[src/rtl/seg7_pkg.sv]
// seg7_pkg
// Shared definitions for the 7-segment scan driver:
//   SEG_OFF    - active-high segment pattern with every segment dark
//   SEG_CODES  - hex digit to segment lookup, bit6=a ... bit0=g, active-high
//   clog2_min1 - counter width helper that never returns less than 1
package seg7_pkg;

  localparam logic [6:0] SEG_OFF = 7'b000_0000;

  localparam logic [6:0] SEG_CODES [16] = '{
    7'b111_1110,  // 0
    7'b011_0000,  // 1
    7'b110_1101,  // 2
    7'b111_1001,  // 3
    7'b011_0011,  // 4
    7'b101_1011,  // 5
    7'b101_1111,  // 6
    7'b111_0000,  // 7
    7'b111_1111,  // 8
    7'b111_1011,  // 9
    7'b111_0111,  // A
    7'b001_1111,  // b
    7'b100_1110,  // C
    7'b011_1101,  // d
    7'b100_1111,  // E
    7'b100_0111   // F
  };

  // Bits needed to count 0..n-1; at least 1 so a single-digit bank still
  // gets a legal (constant) index register.
  function automatic int clog2_min1(input int n);
    int w;
    w = 1;
    while ((1 << w) < n) w++;
    return w;
  endfunction

endpackage

[src/rtl/seg7_hex_decode.sv]
// seg7_hex_decode
// Combinational hex nibble to 7-segment decoder (active-high, abcdefg).
//   nibble : hex value 0..F
//   seg    : segment pattern, bit6=a ... bit0=g
module seg7_hex_decode
  import seg7_pkg::*;
(
  input  logic [3:0] nibble,
  output logic [6:0] seg
);

  assign seg = SEG_CODES[nibble];

endmodule

[src/rtl/seg7_scan_driver.sv]
// seg7_scan_driver
// Time-multiplexed driver for NUM_DIGITS 7-segment digits. One digit is lit
// per SCAN_DIV-clock slot; the first DEAD clocks of each slot keep all digit
// enables off so the previous digit's segments cannot ghost onto the next.
// Display data is double-buffered and only swapped at a frame boundary.
//   clk, rst_n  : clock, asynchronous active-low reset
//   load        : capture din/dp_in/blank_in into the pending buffer
//   din         : hex nibbles, nibble i drives digit i (digit 0 rightmost)
//   dp_in       : decimal point per digit
//   blank_in    : force digit dark (segments and dp)
//   lzs         : leading-zero suppression, applied live
//   seg, dp     : segment and decimal-point pins of the active digit
//   dig_sel     : one-hot digit enable, or all off during dead time
//   frame_start : one-cycle pulse when the outputs show digit 0, slot clock 0
module seg7_scan_driver
  import seg7_pkg::*;
#(
  parameter int NUM_DIGITS     = 4,
  parameter int SCAN_DIV       = 50000,
  parameter int DEAD           = 2,
  parameter int SEG_ACTIVE_LOW = 0,
  parameter int DIG_ACTIVE_LOW = 1
) (
  input  logic                    clk,
  input  logic                    rst_n,
  input  logic                    load,
  input  logic [4*NUM_DIGITS-1:0] din,
  input  logic [NUM_DIGITS-1:0]   dp_in,
  input  logic [NUM_DIGITS-1:0]   blank_in,
  input  logic                    lzs,
  output logic [6:0]              seg,
  output logic                    dp,
  output logic [NUM_DIGITS-1:0]   dig_sel,
  output logic                    frame_start
);

  localparam int IDX_W = clog2_min1(NUM_DIGITS);
  localparam int CNT_W = clog2_min1(SCAN_DIV);

  localparam logic [CNT_W-1:0] CNT_LAST = CNT_W'(SCAN_DIV - 1);
  localparam logic [CNT_W-1:0] CNT_DEAD = CNT_W'(DEAD);
  localparam logic [IDX_W-1:0] IDX_LAST = IDX_W'(NUM_DIGITS - 1);

  localparam logic SEG_INV = (SEG_ACTIVE_LOW != 0);
  localparam logic DIG_INV = (DIG_ACTIVE_LOW != 0);

  // Pin-level "off" patterns used both at reset and for dark digits.
  localparam logic [6:0]            SEG_PIN_OFF = SEG_OFF ^ {7{SEG_INV}};
  localparam logic [NUM_DIGITS-1:0] DIG_PIN_OFF = {NUM_DIGITS{DIG_INV}};

  logic [CNT_W-1:0] cnt;
  logic [IDX_W-1:0] idx;
  logic             slot_end;
  logic             frame_end;

  logic                    pend;
  logic [4*NUM_DIGITS-1:0] pend_din;
  logic [NUM_DIGITS-1:0]   pend_dp;
  logic [NUM_DIGITS-1:0]   pend_blank;
  logic [4*NUM_DIGITS-1:0] act_din;
  logic [NUM_DIGITS-1:0]   act_dp;
  logic [NUM_DIGITS-1:0]   act_blank;

  assign slot_end  = (cnt == CNT_LAST);
  assign frame_end = slot_end && (idx == IDX_LAST);

  // ---------------------------------------------------------------------
  // Scan counters
  // ---------------------------------------------------------------------
  // NOTE: all state below uses non-blocking assignments so every register
  // samples the pre-edge value of every other register, regardless of order.
  always_ff @(posedge clk or negedge rst_n) begin
    if (!rst_n) begin
      cnt <= '0;
      idx <= '0;
    end else if (slot_end) begin
      cnt <= '0;
      idx <= (idx == IDX_LAST) ? '0 : idx + 1'b1;
    end else begin
      cnt <= cnt + 1'b1;
    end
  end

  // ---------------------------------------------------------------------
  // Double buffer: loads land in pending; the swap to active happens only
  // at a frame boundary so a frame is never drawn from two data sets.
  // A load in the boundary cycle itself stays pending: the swap uses the
  // pre-edge pending contents while the load overwrites them.
  // ---------------------------------------------------------------------
  // NOTE: the buffers are reset (unlike a plain storage array) because their
  // reset contents, all-blank, define what the display shows after reset.
  always_ff @(posedge clk or negedge rst_n) begin
    if (!rst_n) begin
      pend       <= 1'b0;
      pend_din   <= '0;
      pend_dp    <= '0;
      pend_blank <= '1;
      act_din    <= '0;
      act_dp     <= '0;
      act_blank  <= '1;
    end else begin
      if (load) begin
        pend_din   <= din;
        pend_dp    <= dp_in;
        pend_blank <= blank_in;
        pend       <= 1'b1;
      end else if (frame_end && pend) begin
        pend <= 1'b0;
      end

      if (frame_end && pend) begin
        act_din   <= pend_din;
        act_dp    <= pend_dp;
        act_blank <= pend_blank;
      end
    end
  end

  // ---------------------------------------------------------------------
  // Digit selection and leading-zero mask for the current slot
  // ---------------------------------------------------------------------
  logic [3:0]            cur_nib;
  logic                  cur_dp;
  logic                  cur_dark;
  logic [NUM_DIGITS-1:0] dig_on;
  logic [NUM_DIGITS-1:0] lz_mask;
  logic                  zero_run;
  logic [6:0]            dec_seg;

  // NOTE: every variable gets a default before the loops so no path leaves
  // one unassigned, which would otherwise infer a latch.
  always_comb begin
    cur_nib  = 4'h0;
    cur_dp   = 1'b0;
    cur_dark = 1'b1;
    dig_on   = '0;
    lz_mask  = '0;
    zero_run = 1'b1;

    // Digit i is a leading zero when it and every digit above it are zero;
    // digit 0 is always shown so a value of zero still reads "0".
    for (int i = NUM_DIGITS - 1; i >= 0; i--) begin
      zero_run   = zero_run & (act_din[4*i +: 4] == 4'h0);
      lz_mask[i] = (i != 0) && zero_run;
    end

    for (int i = 0; i < NUM_DIGITS; i++) begin
      if (idx == IDX_W'(i)) begin
        cur_nib   = act_din[4*i +: 4];
        cur_dp    = act_dp[i];
        cur_dark  = act_blank[i] | (lzs & lz_mask[i]);
        dig_on[i] = 1'b1;
      end
    end
  end

  seg7_hex_decode u_dec (
    .nibble (cur_nib),
    .seg    (dec_seg)
  );

  // ---------------------------------------------------------------------
  // Output registers; polarity is applied last so dark/off is uniform.
  // ---------------------------------------------------------------------
  logic [6:0]            seg_next;
  logic                  dp_next;
  logic [NUM_DIGITS-1:0] dig_next;

  assign seg_next = cur_dark ? SEG_OFF : dec_seg;
  assign dp_next  = !cur_dark && cur_dp;
  // Segments keep showing the slot's digit during dead time; only the
  // digit enables are withheld.
  assign dig_next = (cnt < CNT_DEAD) ? '0 : dig_on;

  always_ff @(posedge clk or negedge rst_n) begin
    if (!rst_n) begin
      seg         <= SEG_PIN_OFF;
      dp          <= SEG_INV;
      dig_sel     <= DIG_PIN_OFF;
      frame_start <= 1'b0;
    end else begin
      seg         <= seg_next ^ {7{SEG_INV}};
      dp          <= dp_next ^ SEG_INV;
      dig_sel     <= dig_next ^ DIG_PIN_OFF;
      frame_start <= (idx == '0) && (cnt == '0);
    end
  end

endmodule
[config.mk]
export PLATFORM = sky130hd
export DESIGN_NAME = seg7_scan_driver
export DESIGN_NICKNAME = d
export VERILOG_FILES = /design/src/rtl/seg7_pkg.sv /design/src/rtl/seg7_hex_decode.sv /design/src/rtl/seg7_scan_driver.sv
export SDC_FILE = /design/constraint.sdc
export NUM_CORES = 1
export LEC_CHECK = 0
export CORE_ASPECT_RATIO = 1.1
export CORE_MARGIN = 2
export CORE_UTILIZATION = 53
export CTS_BUF_LIST = sky130_fd_sc_hd__clkbuf_4 sky130_fd_sc_hd__clkbuf_8
export CTS_CLUSTER_DIAMETER = 60
export DETAILED_ROUTE_END_ITERATION = 12
export GPL_ROUTABILITY_DRIVEN = 0
export GPL_TIMING_DRIVEN = 0
export PLACE_DENSITY = 0.79
export SLEW_MARGIN = 20
export SYNTH_ARGS = -nofsm -noshare
export SYNTH_HDL_FRONTEND = slang
export SYNTH_SLANG_ARGS = --single-unit
[constraint.sdc]
create_clock -name clk -period 2.4 [get_ports clk]
set_input_delay 0.24 -clock clk [delete_from_list [all_inputs] [get_ports clk]]
set_output_delay 0.24 -clock clk [all_outputs]
set_load 0.005 [all_outputs]
==> results of run 1 <==
## registers in the layout, summed over array words and instances (netlist names)
name,count
dig_sel,4
pend_din,16
cnt,16
act_dp,4
pend_dp,4
frame_start,1
pend,1
dp,1
act_blank,4
pend_blank,4
seg,7
act_din,16
idx,2
## kinds of logic after synthesis
group	count (synthesis)	synth area share [%]
AO/OA/AOI/OAI	32	6.05
buffers and inverters	20	2.57
flip-flops	80	54.5
AND/OR/NAND/NOR	85	12.3
adder cells (fa/ha/maj)	12	4.06
multiplexers	51	17.5
XOR/XNOR	13	3.08
## final cells by class
class | instances | area, µm² | area share, %
plain buffers | 10 | 67.6 | 1.47
clock buffers | 11 | 145 | 3.16
clock inverters | 5 | 104 | 2.26
inverters | 9 | 33.8 | 0.736
multi-input cells | 193 | 1650 | 36.1
flip-flops and latches | 80 | 2020 | 44.0
well taps | 82 | 103 | 2.24
repair buffers | 46 | 463 | 10.1
## stage by stage
| stage | instance area [µm²] | worst slack [ps] | cells | power, W |
|---|---|---|---|---|
| after floorplan | 3700 | 20.0 | 293 | 0.00149 |
| after global placement | 4200 | -1590 | 414 | 0.00156 |
| after detailed placement | 4220 | -419 | 415 | 0.00157 |
| after CTS | 4540 | 7.25 | 434 | 0.00279 |
| after global routing | 4590 | -24.1 | 436 | 0.00286 |
| final | 4590 | 83.8 | 436 | 0.00276 |
## power breakdown
group,total [W],internal (W),leakage (nW),switching [W]
sequential,0.00142,0.00139,0.979,0.0000229
clock,0.00121,0.000731,0.127,0.000478
combinational,0.000131,0.0000808,0.990,0.0000499
total,0.00276,0.00220,2.10,0.000551
## routing by layer
metal  up-vias  global-route usage (%)  part of all wire, %
met5         -                       0                    0
li1       1152                       -                    -
met3        13                    4.14                  3.2
met4         0                    9.81                  2.5
met1      1171                    24.4                   45
met2        54                    31.3                   49
## Yosys cell counts (3+ instances only)
cell / count / area share, %
a211oi_1: 3 / 0.61
a21oi_1: 8 / 1.1
a221oi_1: 3 / 0.71
and3_1: 5 / 0.84
clkbuf_1: 7 / 0.71
dfrtp_1: 68 / 46
dfstp_2: 12 / 8.5
ha_1: 12 / 4.1
inv_1: 9 / 0.91
mux2_2: 29 / 8.8
mux2_4: 20 / 8.1
nand2_1: 20 / 2.0
nand2b_1: 4 / 0.68
nand3_1: 9 / 1.2
nand4_1: 5 / 0.84
nor2_1: 15 / 1.5
nor2b_1: 5 / 0.84
nor3_1: 9 / 1.2
o211ai_1: 3 / 0.61
o21ai_0: 5 / 0.68
xnor2_1: 6 / 1.4
xor2_1: 7 / 1.7
## layout by cell type (no fill, tap or decap), drive strengths merged, types with 2 or more instances in the layout
| master | instances |
|---|---|
| nor2b | 5 |
| or4 | 3 |
| ha | 12 |
| dfstp | 12 |
| buf | 12 |
| nor3 | 10 |
| clkbuf | 16 |
| mux2i | 2 |
| nand2b | 4 |
| a21oi | 8 |
| a221oi | 3 |
| nand4 | 5 |
| a311oi | 2 |
| inv | 9 |
| o211ai | 3 |
| mux2 | 49 |
| o211a | 2 |
| nor4 | 2 |
| o21ai | 5 |
| xor2 | 7 |
| a211oi | 3 |
| clkdlybuf4s50 | 38 |
| bufinv | 3 |
| clkinv | 2 |
| and3 | 5 |
| dfrtp | 68 |
| nand3b | 2 |
| nand2 | 20 |
| nor2 | 15 |
| xnor2 | 6 |
| nand3 | 10 |
## worst paths after layout
kind	start	end	slack [ps]	cells after the start
min reg2reg	pend_din[4]	act_din[4]	510	1
min	rst_n	cnt[9]	320	2
max in group asynchronous	rst_n	act_blank[1]	1450	3
min in group clk	load	pend_blank[3]	330	2
max reg2reg	idx[1]	seg[6]	80	10
max	idx[1]	seg[6]	80	10
## repair_timing
item                                    CTS  global route
gates resized for setup                   9             9
endpoints found under the setup margin    7             7
pin swaps                                 2             3
endpoints found under the hold margin    21             0
setup buffers                             2             3
hold buffers                              1             0
## critical path, cell delays in order (launching register included)
cell and delay (ps):
dfrtp_1 420, inv_2 110, ha_2 210, buf_6 140, nand2_1 50, o211ai_1 100
o211a_1 200, inv_1 80, ha_1 250, or3b_2 480, a31oi_1 190
==> out/results.ini, run 1 <==
[final_layout]
drive_above_1_share_pct=29.1
final_util_pct=68.8
final_nets=389
fill_cells=500
n_antenna_cell=0
syn2layout_area_growth_pct=23.9

[timing]
setup_viol=0
timing.hold.ws_ps=322
hold_violations=0
finalMaxSlewViolations=0
clock_skew_ps=7.33
fmax_ghz=0.432
tightest_slew_ps=583
tns_ps=0
period_share_pct=96.5
period_needed_ps=2320
max_slew_margin_pct=61.1

[synthesis]
synthCells=293
synth_cell_types=45
syn_nets=333
syn_area_per_cell_um2=12.6
ys.warnings.count=0
syn_area_um2=3700
synth_edf_count=0
async_flop_share_pct=100
synth-seq-area-share_pct=54.5
ys.flop_type=dfrtp_1
ys_ff_latch=80

[worst_hold_path]
min_path_type=in -> async

[clocking]
clk_pin_slew_ps=80
cts_root_buffer=clkbuf_8
clk_latency_ps=360
cts_tree=yes
numClockSinks=80
cts_made_buffers=9
cts_max_path_buffers=2
h-tree-depth=3

[drt]
vias=2390
wl_per_cell_um=15.5
ant_nets=0
wl_um=6740
via_per_inst=5.48
drtIter0Drc=82
drt-pass1-iter-count=4
drc=0

[pwr]
p_per_area_nw_per_um2=601
power_leakage_nw=2.10
peakVddDrop_uv=346

[status]
outcome=finished, final reports clean

[floorplanning]
fp-row-count=31
initial_core_util_pct=55.5
dieWidth_um=83.7
die_y_um=91.7
core_um2=6670
die-area_um2=7670
io_pins=41

[grt]
grt_pass1_wl_um=11600
grt_pass1_vias=2478
gr-usage-all-layers_pct=19.3
antenna_found_initial=0
grt_max_degree=56
grt-ovfl-total=0

[worst_setup_path]
crit_type=reg -> reg
arrival_ps=2590
start_kind=flip-flop
worstPathRequired_ps=2670
worstPathMaxFanout=10
cp-end-kind=flip-flop

[placed_design]
dp_hpwl_um=4620
portBuffers=39

[flow_run]
cap_violations=0

Power figures use the tool's default switching activity.
==> run 2: changes to the inputs <==
CORE_UTILIZATION = 51   (was 53)
CTS_BUF_LIST = not set   (was sky130_fd_sc_hd__clkbuf_4 sky130_fd_sc_hd__clkbuf_8)
HOLD_SLACK_MARGIN = 0.12   (was not set)
PLACE_DENSITY = 0.76   (was 0.79)
==> run 2 against run 1 <==
Total power is 6.1% lower. Non-clock buffer count is 2 lower. Largest power group unchanged. Final area is 0.90% lower. Combinational power hardly changed. Clock power is 14% lower. Clock-buffer cell count is 3 higher. Utilization is 3.9 points lower. Via count is 1.6% lower. Die area is 3.7% higher. Worst hold slack better by 3.9 ps.
==> out/results.ini, run 2 (same netlist as run 1, synthesis figures left out) <==
[drt]
drtIter0Drc=79
wl_um=6370
drc=0
ant_nets=0
drt-pass1-iter-count=4
via_per_inst=5.38
wl_per_cell_um=14.6
vias=2351

[placed_design]
dp_hpwl_um=4630
portBuffers=39
dpl_cell_area_um2=4220
place_inst=418

[clocking]
numClockSinks=80
h-tree-depth=3
cts_max_path_buffers=2
cts_tree=yes
cts_root_buffer=clkbuf_8
clk_pin_slew_ps=70
cts_made_buffers=9
clk_latency_ps=340

[floorplanning]
initial_core_util_pct=52.8
core_um2=7010
die-area_um2=7960
io_pins=41
dieWidth_um=85.2
fp-row-count=32
die_y_um=93.4

[final_layout]
n_antenna_cell=0
drive_above_1_share_pct=29.0
most-common-layout-cells=dfrtp_1, clkdlybuf4s50_1, mux2_2, nand2_1, mux2_4
layoutNonFillerInstCount=437
syn2layout_area_growth_pct=22.8
final_nets=387
top_regs=act_din (16), cnt (16), pend_din (16)
finish.instance_area_um2=4550
final_common_cell=dfrtp_1

[grt]
grt_pass1_vias=2436
grt_max_degree=59
grt_pass1_wl_um=11300
grt-ovfl-total=0
antenna_found_initial=0
gr-usage-all-layers_pct=18.0

[status]
outcome=finished, final reports clean

[pwr]
power_leakage_nw=2.07
peakVddDrop_uv=427
p_per_area_nw_per_um2=569

[timing]
hold_violations=0
max_slew_margin_pct=62.3
setup_viol=0
fmax_ghz=0.443
clock_skew_ps=4.02
period_needed_ps=2260
tightest_slew_ps=566
period_share_pct=94.1
finalMaxSlewViolations=0

[worst_setup_path]
r2r_start=idx[0]
arrival_ps=2500
startpoint=idx[0]
cp-end-kind=flip-flop
crit_chain=ha_1, buf_4, inv_1, o22ai_1, or2_2, clkbuf_2, nor2_1, a221oi_1
reg2reg_depth=8
worstPathRequired_ps=2640
crit_type=reg -> reg
max_stage_delay_ps=410
regToRegSetupSlack_ps=140
endpoint=seg[0]
worstPathMaxFanout=10
critPathSlowestCell=dfrtp_1
start_kind=flip-flop
timing.rr.end=seg[0]

[worst_hold_path]
min_path_type=in -> async

[flow_run]
cap_violations=0

run 2: what timing repair did:
| action | in CTS | in global routing |
|---|---|---|
| pin swaps | 2 | 2 |
| endpoints found under the hold margin | 22 | 0 |
| setup buffers | 2 | 0 |
| endpoints found under the setup margin | 7 | 8 |
| hold buffers | 1 | 0 |
| resized for setup | 8 | 14 |
run 2: worst min-delay path by stage:
stage	to	slack, ps	cells after the start
finish	cnt[7]	330	2
global route	pend_blank[1]	340	2
CTS	cnt[7]	330	2
detailed placement	cnt[7]	160	1
global placement	act_din[10]	490	1
floorplan	act_din[0]	-60	0
run 2: per-layer routing:
layer / GRT usage, % / up-vias / share of wire (%)
li1: - / 1149 / -
met1: 23.3 / 1153 / 46
met2: 29.3 / 42 / 50
met3: 3.53 / 7 / 3.2
met4: 7.94 / 0 / 1.5
met5: 0 / - / 0
run 2: layout make-up:
cell class / instances / area (µm²)
multi-input cells: 193 / 1660
clock inverters: 2 / 35.0
fillers: 540 / 2460
clock buffers: 14 / 183
inverters: 9 / 33.8
flip-flops and latches: 80 / 2020
repair buffers: 43 / 440
plain buffers: 11 / 72.6
well taps: 85 / 106
run 2: power breakdown:
part           total, W  switching, W  internal, W  leakage, nW
combinational  0.000129     0.0000484    0.0000808        0.977
sequential      0.00142     0.0000220      0.00139        0.977
clock           0.00104      0.000450     0.000593        0.113
total           0.00259      0.000520      0.00207         2.07
run 2: critical path: cells and delay by family, from the launching register on:
| kind | cells | cell delay (ps) |
|---|---|---|
| flops | 1 | 410 |
| simple gates | 2 | 300 |
| compound gates | 2 | 660 |
| buf+inv | 3 | 530 |
| fa+ha+maj | 1 | 250 |
run 2: through the flow:
step	utilization, %	total power (W)	setup TNS (ps)	hold slack (ps)	setup WS [ps]
after floorplan	-	0.00149	0	-55.6	20.0
after global placement	59.9	0.00156	-119310	489	-1610
after detailed placement	60.3	0.00157	-1770	157	-388
after CTS	64.2	0.00262	0	325	3.77
after global routing	64.9	0.00270	-19.1	344	-19.1
final	64.9	0.00259	0	326	140
